===== src/rtl/serial_pkg.sv =====
// Shared constants and state encoding for the serial frame link.
// TIMEOUT_DEFAULT is also used by the initiator's sck divider.
package serial_pkg;
    localparam int FRAME_BITS = 8;
    localparam int BIT_CNT_W  = $clog2(FRAME_BITS);
    localparam logic [25:0] TIMEOUT_DEFAULT = 26'd40_000_000;

    typedef enum logic {
        S_IDLE  = 1'b0,
        S_SHIFT = 1'b1
    } state_t;
endpackage


===== src/rtl/sync_rise.sv =====
// Multi-flop synchronizer for one asynchronous input plus a registered
// rising-edge detector on the synchronized copy.
module sync_rise #(
    parameter int STAGES = 2
) (
    input  logic clk12MHz,
    input  logic rst,
    input  logic i_async,
    output logic o_sync,
    output logic o_rise
);
    logic [STAGES-1:0] r_sync;
    logic              r_prev;

    always_ff @(posedge clk12MHz or posedge rst) begin
        if (rst) begin
            r_sync <= '0;
            r_prev <= 1'b0;
        end else begin
            r_sync <= {r_sync[STAGES-2:0], i_async};
            r_prev <= r_sync[STAGES-1];
        end
    end

    assign o_sync = r_sync[STAGES-1];
    assign o_rise = r_sync[STAGES-1] & ~r_prev;
endmodule


===== src/rtl/serial_frame_rx.sv =====
// Responder for the slow bit-serial link: oversamples sck/sdi, shifts in
// MSB-first bytes on sck rises and aborts stalled frames after TIMEOUT cycles.
//   state   | meaning
//   S_IDLE  | no frame in progress, timeout counter held at 0
//   S_SHIFT | 1..7 bits received, timeout counter running
module serial_frame_rx
    import serial_pkg::*;
#(
    parameter int                   SYNC_STAGES = 2,
    parameter int                   TIMEOUT_W   = 26,
    parameter logic [TIMEOUT_W-1:0] TIMEOUT     = TIMEOUT_W'(TIMEOUT_DEFAULT)
) (
    input  logic                 clk12MHz,
    input  logic                 rst,
    input  logic                 sck_in,
    input  logic                 sdi_in,
    output logic [FRAME_BITS-1:0] data,
    output logic                 valid,
    output logic                 busy,
    output logic [BIT_CNT_W-1:0] bit_cnt,
    output logic                 frame_err
);
    logic                  w_sck_s_unused;
    logic                  w_sck_rise;
    logic                  w_sdi_s;
    logic                  w_sdi_rise_unused;

    state_t                r_state,   w_next_state;
    logic [FRAME_BITS-1:0] r_shreg,   w_next_shreg;
    logic [BIT_CNT_W-1:0]  r_bit_cnt, w_next_bit_cnt;
    logic [TIMEOUT_W-1:0]  r_tcnt,    w_next_tcnt;
    logic [FRAME_BITS-1:0] r_data,    w_next_data;
    logic                  r_valid,   w_next_valid;
    logic                  r_ferr,    w_next_ferr;
    logic [FRAME_BITS-1:0] w_shifted;

    sync_rise #(.STAGES(SYNC_STAGES)) u_sck_sync (
        .clk12MHz (clk12MHz),
        .rst      (rst),
        .i_async  (sck_in),
        .o_sync   (w_sck_s_unused),
        .o_rise   (w_sck_rise)
    );

    // Same depth as sck so the sampled bit lines up with the detected rise.
    sync_rise #(.STAGES(SYNC_STAGES)) u_sdi_sync (
        .clk12MHz (clk12MHz),
        .rst      (rst),
        .i_async  (sdi_in),
        .o_sync   (w_sdi_s),
        .o_rise   (w_sdi_rise_unused)
    );

    assign w_shifted = {r_shreg[FRAME_BITS-2:0], w_sdi_s};

    always_comb begin
        w_next_state   = r_state;
        w_next_shreg   = r_shreg;
        w_next_bit_cnt = r_bit_cnt;
        w_next_tcnt    = r_tcnt;
        w_next_data    = r_data;
        w_next_valid   = 1'b0;
        w_next_ferr    = 1'b0;
        case (r_state)
            S_IDLE: begin
                w_next_tcnt = '0;
                if (w_sck_rise) begin
                    w_next_shreg   = w_shifted;
                    w_next_bit_cnt = BIT_CNT_W'(1);
                    w_next_state   = S_SHIFT;
                end
            end
            S_SHIFT: begin
                // A rise in the same cycle as the terminal count keeps the frame alive.
                if (w_sck_rise) begin
                    w_next_tcnt = '0;
                    if (r_bit_cnt == BIT_CNT_W'(FRAME_BITS - 1)) begin
                        w_next_data    = w_shifted;
                        w_next_valid   = 1'b1;
                        w_next_shreg   = '0;
                        w_next_bit_cnt = '0;
                        w_next_state   = S_IDLE;
                    end else begin
                        w_next_shreg   = w_shifted;
                        w_next_bit_cnt = r_bit_cnt + BIT_CNT_W'(1);
                    end
                end else if (r_tcnt == TIMEOUT - TIMEOUT_W'(1)) begin
                    w_next_ferr    = 1'b1;
                    w_next_shreg   = '0;
                    w_next_bit_cnt = '0;
                    w_next_tcnt    = '0;
                    w_next_state   = S_IDLE;
                end else begin
                    w_next_tcnt = r_tcnt + TIMEOUT_W'(1);
                end
            end
            default: w_next_state = S_IDLE;
        endcase
    end

    always_ff @(posedge clk12MHz or posedge rst) begin
        if (rst) begin
            r_state   <= S_IDLE;
            r_shreg   <= '0;
            r_bit_cnt <= '0;
            r_tcnt    <= '0;
            r_data    <= '0;
            r_valid   <= 1'b0;
            r_ferr    <= 1'b0;
        end else begin
            r_state   <= w_next_state;
            r_shreg   <= w_next_shreg;
            r_bit_cnt <= w_next_bit_cnt;
            r_tcnt    <= w_next_tcnt;
            r_data    <= w_next_data;
            r_valid   <= w_next_valid;
            r_ferr    <= w_next_ferr;
        end
    end

    assign data      = r_data;
    assign valid     = r_valid;
    assign busy      = (r_state == S_SHIFT);
    assign bit_cnt   = r_bit_cnt;
    assign frame_err = r_ferr;
endmodule

===== config.mk =====
export PLATFORM = sky130hd
export DESIGN_NAME = serial_frame_rx
export DESIGN_NICKNAME = d
export VERILOG_FILES = /design/src/rtl/serial_pkg.sv /design/src/rtl/sync_rise.sv /design/src/rtl/serial_frame_rx.sv
export SDC_FILE = /design/constraint.sdc
export NUM_CORES = 1
export LEC_CHECK = 0
export CAP_MARGIN = 20
export CORE_MARGIN = 1
export CORE_UTILIZATION = 25
export CTS_CLUSTER_SIZE = 16
export DETAILED_ROUTE_END_ITERATION = 10
export GPL_TIMING_DRIVEN = 0
export PLACE_DENSITY = 0.49
export REMOVE_ABC_BUFFERS = 1
export SLEW_MARGIN = 20
export SYNTH_ARGS = -nofsm -noshare
export SYNTH_HDL_FRONTEND = slang
export SYNTH_SLANG_ARGS = --single-unit
export TNS_END_PERCENT = 30

===== constraint.sdc =====
create_clock -name clk12MHz -period 3 [get_ports clk12MHz]
set_clock_uncertainty 0.2 [all_clocks]
set_input_delay 0.9 -clock clk12MHz [delete_from_list [all_inputs] [get_ports clk12MHz]]
set_output_delay 0.9 -clock clk12MHz [all_outputs]
set_load 0.02 [all_outputs]

==> impl_metrics.py <==
metrics = {
    "critical_path": {
        "crit_chain": "clkdlybuf4s50_1",
        "worst-r2r-setup-slack_ps": 630,
        "critPathRequiredTime_ps": 1900,
        "critPathLaunchType": "register",
        "cp.depth": 1,
        "crit_type": "register to output port",
        "worst_r2r_path_depth": 5,
        "worst_setup_path_startpoint": "busy",
        "reg2reg_from": "r_tcnt[0]",
        "timing.rr.end": "r_tcnt[24]",
        "critPathMaxStageDelay_ps": 660,
        "critPathTopFamily": "buffers and inverters",
        "worstSetupEndpointType": "output port",
        "critical_path.max_fanout": 7,
        "worstPathArrival_ps": 1430,
        "cpMaxStageDelayCell": "clkdlybuf4s50_1",
        "cp_num_buf_inv": 1,
    },
    "die": {
        "chipWidth_um": 98.3,
        "core.rowCount": 34,
        "die-area_sq_um": 9660,
        "floorplan.core_area_sq_um": 8850,
        "top_level_ports": 18,
        "initial_core_util_pct": 26.2,
        "die_h_um": 98.3,
    },
    "hold_path": {
        "timing.hold.worst_path_depth": 0,
        "hold_path.class": "register to register",
        "holdCritStartpoint": "u_sdi_sync.r_sync[0]",
        "hold_end": "u_sdi_sync.r_sync[1]",
    },
    "final_layout": {
        "antenna-diode-count": 0,
        "fin_nets": 254,
        "drive_above_1_share_pct": 6.07,
        "layoutNonFillerInstCount": 355,
        "postLayoutCellArea_sq_um": 2680,
        "area_growth_pct": 15.7,
    },
    "timing": {
        "rsz_0062_raised_after_global_routing": "no",
        "final_hold_viol_count": 0,
        "fin_crit_ps": 2530,
        "final_min_period_over_clock_period_pct": 84.3,
        "worst_pin_slew_ps": 766,
        "hold_ws_ps": 161,
        "timing.final.max_slew_violations": 0,
        "slew_headroom_pct": 48.8,
        "maxClockFrequency_mhz": 395,
        "setup_total_negative_slack_ps": 0,
        "finalSetupViolCount": 0,
    },
    "synthesis": {
        "post_synth_adder_cell_area_pct": 2.16,
        "synth-simple-area-share_pct": 23.3,
        "post_synthesis_compound_gate_area_fraction_pct": 8.04,
        "synthesis.area_sq_um": 2320,
        "seq_area_frac_synth_pct": 56.1,
        "synth_async_sr_flop_share_pct": 100,
        "synth-warning-count": 0,
        "netlist-cell-type-count": 33,
        "netlist_instances": 230,
        "synth_mux_area_share_pct": 3.02,
        "synth.ff_latch_count": 52,
        "ys.flop_type": "dfrtp_1",
        "syn_avg_cell_area_sq_um": 10.1,
        "synth_top_family_by_area": "simple AND/OR/NAND/NOR gates",
        "post_synth_xor_area_fraction_pct": 4.53,
        "synth_edf_count": 0,
    },
    "placed_design": {
        "dp_hpwl_um": 2950,
        "place.port_buffers": 17,
        "gp_congestion": 0.692,
        "post_place_instance_area_sq_um": 2590,
        "placed_cells_incl_taps": 347,
    },
    "routing": {
        "drc": 1,
        "drt_iter0_drc": 65,
        "vias_per_cell": 4.73,
        "finalWirelength_um": 4500,
        "route.vias.total": 1678,
        "wl_per_cell_um": 12.7,
        "drtAntennaViolNets": 0,
        "detail_route.first_pass.iterations": 10,
    },
    "clocking": {
        "clk_root_buffer_cell": "clkbuf_8",
        "clock_latency_ps": 310,
        "post-cts-setup-buffers": 0,
        "cts_inserted_buffers": 5,
        "cts_tree": "done",
        "postCtsHoldBufs": 0,
        "ctsResizeCount": 0,
        "h-tree-depth": 2,
        "cts.sinks": 52,
        "clk_pin_slew_ps": 110,
        "cts_max_path_buffers": 2,
    },
    "power_and_ir_drop": {
        "total_leakage_power_nw": 1.11,
        "finalPower_mw": 1.76,
        "power_per_cell_area_nw_per_um2": 656,
        "irDropWorstVdd_mv": 0.211,
    },
    "global_route": {
        "largest_net_degree_at_the_start_of_global_routing": 53,
        "grt_antenna_before_repair": 0,
        "grt_pass1_wl_um": 8230,
        "grt_pass1_vias": 1707,
        "groute.usage.overall_pct": 10.6,
        "overflow": 0,
    },
    "run_status": {
        "failed_checks": "DRC",
        "status": "finished with violations",
    },
    "job": {
        "drv.max_cap_violation_count": 0,
    },
}
## stage by stage
stage	util (%)	setup WS, ps
floorplan	-	642
global placement	29.2	-436
detailed placement	29.3	607
CTS	30.3	448
global route	30.3	329
finish	30.3	472
## cells in the mapped netlist (2+ instances only)
| cell | number | area share [%] |
|---|---|---|
| buf_2 | 5 | 1.1 |
| nor2_1 | 19 | 3.1 |
| nor4b_1 | 2 | 0.76 |
| nor4_1 | 4 | 1.1 |
| nor3_1 | 9 | 1.9 |
| nand3_1 | 13 | 2.8 |
| or4_1 | 5 | 1.6 |
| inv_1 | 7 | 1.1 |
| mux2i_1 | 7 | 3.0 |
| nand4_1 | 4 | 1.1 |
| a21oi_1 | 12 | 2.6 |
| and3_1 | 2 | 0.54 |
| o31ai_1 | 3 | 0.97 |
| nand2_1 | 34 | 5.5 |
| clkbuf_1 | 3 | 0.49 |
| dfrtp_1 | 52 | 56 |
| o21ai_0 | 12 | 2.6 |
| or3_1 | 9 | 2.4 |
| xnor2_1 | 11 | 4.2 |
| ha_1 | 4 | 2.2 |
## registers in the layout, summed over array words and instances, names as in the netlist
signal / cells
r_tcnt: 26
u_sck_sync.r_prev: 1
u_sdi_sync.r_sync: 2
bit_cnt: 3
frame_err: 1
data: 8
r_shreg: 7
busy: 1
valid: 1
u_sck_sync.r_sync: 2
## worst max path at each step
stage	endpoint	slack, ps
floorplan	bit_cnt[0]	640
global placement	r_tcnt[23]	-440
detailed placement	r_tcnt[4]	610
CTS	busy	450
global route	r_shreg[0]	330
finish	busy	470
## placed cells by master (no fill, tap or decap), types with 2 or more instances in the layout
master           Yosys  layout
and3_1               2       2
xnor2_1             11      11
ha_1                 4       4
or3_1                9       9
mux2i_1              7       7
a21oi_1             12      12
inv_1                7       6
nor3_1               9       9
o31ai_1              3       3
nor4_1               4       4
nand2_1             34      34
o21ai_0             12      12
nand4_1              4       4
dfrtp_1             52      52
nor2_1              19      19
clkinvlp_4           0       2
clkbuf_8             0       5
nor4b_1              2       2
nand3_1             13      13
or4_1                5       5
clkdlybuf4s50_1      0      17
## where the power goes
group	leakage [nW]	switching [mW]	internal (mW)
registers	0.683	0.100	0.826
clock network	0.0404	0.245	0.166
logic	0.389	0.226	0.197
total	1.11	0.570	1.19
## metal layers
layer | share of wire (%) | track usage (%) | wire length (um)
met1 | 51 | 14.2 | 2290
met2 | 45 | 16.8 | 2030
met3 | 3.0 | 2.65 | 135
met4 | 0.91 | 3.10 | 41
met5 | 0 | 0 | 0
## kinds of logic after synthesis
family,Yosys count
flops,52
fa+ha+maj,4
compound gates,31
mux,7
simple gates,108
buf+inv,16
xor+xnor,12
## cell type report
| class | instances | area [sq um] |
|---|---|---|
| inverter | 8 | 32.5 |
| tap | 108 | 135 |
| timing repair buffer | 17 | 170 |
| multi-input combinational | 162 | 951 |
| clock inverter | 3 | 23.8 |
| sequential | 52 | 1300 |
| clock buffer | 5 | 68.8 |
| fill | 962 | 6170 |
Note: power is estimated with default switching activity, not from simulation.
